**src/rtl/key_step_ctrl.sv**
```systemverilog
// key_step_ctrl
// Turns four debounced, active-low step keys into single-cycle step pulses
// with typematic auto-repeat: one pulse on press, a long hold delay, a
// number of slow repeats, then fast repeats until the key is released.
// Pressing more than one key at once locks the controller out until every
// key has been released.
//
// Ports
//   clk        system clock, rising edge
//   rst        asynchronous active-high reset
//   key_n[3:0] debounced keys, active-low
//              bit0 fine-up, bit1 fine-down, bit2 coarse-up, bit3 coarse-down
//   step_up    one-cycle pulse, increment units digit
//   step_dn    one-cycle pulse, decrement units digit
//   step_lup   one-cycle pulse, increment 10^4 digit
//   step_ldn   one-cycle pulse, decrement 10^4 digit
//   repeating  high while auto-repeat (slow or fast) is active
module key_step_ctrl #(
  parameter int unsigned HOLD_CYC = 25_000_000,
  parameter int unsigned RPT_CYC  = 5_000_000,
  parameter int unsigned FAST_CYC = 1_000_000,
  parameter int unsigned FAST_CNT = 10
) (
  input  logic       clk,
  input  logic       rst,
  input  logic [3:0] key_n,
  output logic       step_up,
  output logic       step_dn,
  output logic       step_lup,
  output logic       step_ldn,
  output logic       repeating
);

  typedef enum logic [2:0] {
    IDLE,
    HOLD,
    SLOW,
    FAST,
    LOCK
  } state_t;

  state_t      state_q, state_d;
  logic [31:0] cnt_q, cnt_d;
  logic [31:0] rpt_q, rpt_d;
  logic [1:0]  idx_q, idx_d;
  logic [3:0]  step_q, step_d;
  logic        pulse_d;

  logic [3:0]  pressed;
  logic        single;
  logic [1:0]  pressIdx;

  assign pressed = ~key_n;
  // Exactly one bit set: non-zero and clearing the lowest set bit leaves zero.
  assign single  = (pressed != 4'd0) && ((pressed & (pressed - 4'd1)) == 4'd0);

  // Index of the pressed key; only consulted when a single key is down.
  always_comb begin
    pressIdx = 2'd0;
    case (pressed)
      4'b0010: pressIdx = 2'd1;
      4'b0100: pressIdx = 2'd2;
      4'b1000: pressIdx = 2'd3;
      default: pressIdx = 2'd0;
    endcase
  end

  // State register plus counters, captured key and the registered step pulses.
  always_ff @(posedge clk or posedge rst) begin
    if (rst) begin
      state_q <= IDLE;
      cnt_q   <= 32'd0;
      rpt_q   <= 32'd0;
      idx_q   <= 2'd0;
      step_q  <= 4'd0;
    end else begin
      state_q <= state_d;
      cnt_q   <= cnt_d;
      rpt_q   <= rpt_d;
      idx_q   <= idx_d;
      step_q  <= step_d;
    end
  end

  // Next-state logic. Release and key-change checks take priority over the
  // timers, so no pulse is ever emitted in the cycle a key set changes.
  always_comb begin
    state_d = state_q;
    cnt_d   = cnt_q + 32'd1;
    rpt_d   = rpt_q;
    idx_d   = idx_q;
    pulse_d = 1'b0;

    case (state_q)
      IDLE: begin
        cnt_d = 32'd0;
        rpt_d = 32'd0;
        if (single) begin
          state_d = HOLD;
          idx_d   = pressIdx;
          pulse_d = 1'b1;
        end else if (pressed != 4'd0) begin
          state_d = LOCK;
        end
      end

      HOLD, SLOW, FAST: begin
        if (pressed == 4'd0) begin
          state_d = IDLE;
          cnt_d   = 32'd0;
        end else if (pressed != (4'b0001 << idx_q)) begin
          state_d = LOCK;
          cnt_d   = 32'd0;
        end else begin
          case (state_q)
            HOLD: begin
              if (cnt_q == HOLD_CYC - 32'd1) begin
                state_d = SLOW;
                pulse_d = 1'b1;
                cnt_d   = 32'd0;
                rpt_d   = 32'd0;
              end
            end
            SLOW: begin
              if (cnt_q == RPT_CYC - 32'd1) begin
                pulse_d = 1'b1;
                cnt_d   = 32'd0;
                // The entry pulse into SLOW is not a repeat; switch to the
                // fast period once FAST_CNT timed repeats have been emitted.
                if (rpt_q + 32'd1 >= FAST_CNT) begin
                  state_d = FAST;
                  rpt_d   = FAST_CNT;
                end else begin
                  rpt_d   = rpt_q + 32'd1;
                end
              end
            end
            default: begin
              if (cnt_q == FAST_CYC - 32'd1) begin
                pulse_d = 1'b1;
                cnt_d   = 32'd0;
              end
            end
          endcase
        end
      end

      default: begin
        cnt_d = 32'd0;
        if (pressed == 4'd0) begin
          state_d = IDLE;
        end
      end
    endcase
  end

  // Route the pulse to the output of the captured key.
  always_comb begin
    step_d = 4'd0;
    if (pulse_d) begin
      step_d = 4'b0001 << idx_d;
    end
  end

  assign step_up   = step_q[0];
  assign step_dn   = step_q[1];
  assign step_lup  = step_q[2];
  assign step_ldn  = step_q[3];
  assign repeating = (state_q == SLOW) || (state_q == FAST);

endmodule

```
**config.mk**
```make
export PLATFORM = sky130hd
export DESIGN_NAME = key_step_ctrl
export DESIGN_NICKNAME = d
export VERILOG_FILES = /design/src/rtl/key_step_ctrl.sv
export SDC_FILE = /design/constraint.sdc
export NUM_CORES = 1
export LEC_CHECK = 0
export CAP_MARGIN = 15
export CORE_UTILIZATION = 64
export CTS_CLUSTER_SIZE = 24
export DETAILED_ROUTE_END_ITERATION = 8
export PLACE_DENSITY = 0.8
export SYNTH_ARGS = -nofsm -noshare
export SYNTH_HDL_FRONTEND = slang
export SYNTH_SLANG_ARGS = --single-unit
export TNS_END_PERCENT = 10
```
**constraint.sdc**
```tcl
create_clock -name clk -period 5.7 [get_ports clk]
set_clock_uncertainty 0.15 [all_clocks]
set_input_delay 0.855 -clock clk [delete_from_list [all_inputs] [get_ports clk]]
set_output_delay 0.855 -clock clk [all_outputs]
set_load 0.01 [all_outputs]
```
==> results.py <==
metrics = {
    "run_status": {
        "status": "finished clean",
    },
    "sta": {
        "worstMarginPinSlew_ns": 0.880,
        "period_share": 0.656,
        "finalHoldViolations": 0,
        "rsz0062_at_grt": "false",
        "setup_viol": 0,
        "fin_ws_ns": 1.96,
        "slew_violations": 0,
        "fin_tns_setup_ns": 0,
        "timing.fmax_ghz": 0.267,
        "min_period_ns": 3.74,
        "slew_headroom": 0.413,
    },
    "layout": {
        "nets": 470,
        "multiInputGateArea_sq_mm": 0.00217,
        "final_common_cell": "dfrtp_1",
        "drive_gt1_frac": 0.0536,
        "layout_common_cells": "73 x dfrtp_1, 54 x nor2_1, 33 x nand2_1, 30 x and2_1, 26 x nand4_1",
        "ff_latch_area_sq_mm": 0.00183,
        "n_antenna_cell": 0,
        "area_delta_synth_final_pct": 10.5,
        "postLayoutCellArea_sq_mm": 0.00453,
        "final-instance-count-excl-fill": 541,
        "fill_cells": 431,
    },
    "place": {
        "place_congestion": 0.845,
        "placed_cell_area_sq_mm": 0.00424,
        "place_ws_ns": 1.63,
        "dpl.hpwl_mm": 5.44,
        "place_inst": 524,
        "portBuffers": 10,
    },
    "cts": {
        "postCtsSetupBuffers": 0,
        "root_buffer": "clkbuf_8",
        "clock_latency_ns": 0.35,
        "cts_tree": "built",
        "clock_path_buffers": 2,
        "clk_pin_slew_worst_paths_ns": 0.07,
        "ctsResizeCount": 0,
        "clkSinkCount": 73,
        "cts_inserted_buffers": 9,
        "htree_levels": 3,
        "holdBufCountCts": 0,
    },
    "floorplanning": {
        "core-area_sq_mm": 0.00606,
        "placementRows": 28,
        "start_util": 0.677,
        "io_pins": 11,
        "die_w_um": 82.1,
        "die_area_sq_mm": 0.00674,
        "die_h_um": 82.1,
    },
    "synth": {
        "synthArstFlopShare": 1.00,
        "syn_area_per_cell_sq_um": 9.04,
        "syn_inst": 454,
        "synth.distinct_cells": 62,
        "netlist_area_sq_mm": 0.00410,
        "synth_ff_type": "dfrtp_1",
        "synth-edff-count": 0,
        "ys_warn_count": 0,
        "synth_fp_nets": 463,
        "ys_seq_area_frac": 0.445,
        "synth-seq-cells": 73,
    },
    "setup_path": {
        "crit_arrival_ns": 3.82,
        "required_ns": 5.78,
        "critPathCaptureType": "flip-flop",
        "start_kind": "primary input",
        "crit_type": "primary input to flip-flop",
        "critPathMaxFanout": 32,
    },
    "global_route": {
        "track_usage": 0.272,
        "grt_pass1_wl_mm": 13.9,
        "gr-total-overflow": 0,
        "antenna_found_initial": 0,
        "grt_pass1_vias": 3059,
        "grt_start_max_net_pins": 74,
    },
    "detailed_routing": {
        "wl_mm": 8.34,
        "drt-vias-per-instance": 6.15,
        "post_drt_wl_per_cell_um": 15.4,
        "drt-initial-drc-count": 268,
        "drtPass1Iterations": 5,
        "vias": 3328,
        "drc": 0,
        "postRouteAntennaNets": 0,
    },
    "job": {
        "drv_cap": 0,
    },
    "min_path": {
        "worstHoldPathType": "flip-flop to flip-flop",
    },
    "power": {
        "vdd_drop_max_v": 0.000226,
        "power_density_mw_per_mm2": 270,
        "leakage_nw": 1.84,
    },
}
## registers in the layout, indices dropped and copies added, names as in the netlist
signal   flops
cnt_q       32
state_q      3
step_q       4
rpt_q       32
idx_q        2
## synthesized netlist by cell type (all sizes together) (2+ instances only)
cell,number,area share
dfrtp,73,0.45
and2,31,0.047
or4,9,0.016
nor2,54,0.049
nor2b,4,0.0061
ha,3,0.0091
nor4,9,0.015
nor4bb,2,0.0049
or3,5,0.0076
a31oi,2,0.0030
or2,5,0.0076
o22ai,2,0.0030
and4,5,0.011
o21a,3,0.0055
and4b,2,0.0049
a21boi,2,0.0037
nand4,27,0.043
nand2,33,0.030
xnor2,17,0.036
xor2,20,0.043
a21oi,13,0.016
o211ai,4,0.0073
clkbuf,14,0.013
a311oi,2,0.0043
nor3b,4,0.0073
nand3,25,0.032
mux2i,3,0.0073
nand2b,4,0.0061
nor3,16,0.020
nand3b,3,0.0055
nor4b,2,0.0043
buf,2,0.0024
o21ai,10,0.012
inv,13,0.012
and3,8,0.012
a211oi,4,0.0073
## metal layers
| metal | vias to the layer above | global-route usage | part of all wire |
|---|---|---|---|
| met2 | 77 | 0.429 | 0.47 |
| met5 | - | 0 | 0 |
| met1 | 1586 | 0.365 | 0.48 |
| li1 | 1647 | - | - |
| met4 | 0 | 0.133 | 0.018 |
| met3 | 18 | 0.0389 | 0.032 |
## worst max-delay path, cell delays in order
cell and delay [ns]:
clkdlybuf4s50_1 0.61, and2_0 0.38, nand3_1 0.13, a21boi_1 0.16, a41oi_1 0.14, maj3_1 0.47, or3b_1 0.71, a21oi_1 0.26
o22ai_1 0.10
## area by class of cell
class | count | share of cell area
Inverter | 13 | 0.0108
Sequential cell | 73 | 0.403
Clock inverter | 4 | 0.0215
Timing Repair Buffer | 12 | 0.0298
Tap cell | 75 | 0.0207
Multi-Input combinational cell | 352 | 0.478
Clock buffer | 12 | 0.0364
## power by group
group	switching [mW]	internal, mW	total (mW)	leakage, nW
combinational	0.0923	0.0485	0.141	0.703
clock	0.194	0.327	0.521	0.129
sequential	0.0310	0.532	0.563	1.01
## worst paths after layout
path / slack, ns / end / from / cells after the start
min reg2reg: 0.33 / cnt_q[0] / cnt_q[0] / 1
max reg2reg: 2.05 / rpt_q[2] / rpt_q[0] / 9
max: 1.96 / rpt_q[3] / key_n[0] / 9
min: 0.33 / cnt_q[0] / cnt_q[0] / 1
max in group asynchronous: 3.90 / rpt_q[1] / rst / 3
min in group asynchronous: 0.94 / cnt_q[7] / rst / 3
## logic make-up (layout without fill, tap and decap cells)
kind of cell	after synthesis	in the layout	share of synthesized area
xor+xnor	37	37	0.0790
buf+inv	29	41	0.0271
mux	3	3	0.00732
compound gates	59	59	0.0982
fa+ha+maj	4	4	0.0116
flops	73	73	0.445
simple gates	249	249	0.332
## stage by stage
step           utilization  hold WS, ns  power, mW
3_3_place_gp         0.700        0.324      0.703
4_1_cts              0.743        0.340       1.23
6_report             0.748        0.335       1.22
2_1_floorplan            -        0.305      0.675
5_1_grt              0.748        0.351       1.27
3_5_place_dp         0.700        0.330      0.711
Power figures use the tool's default switching activity.
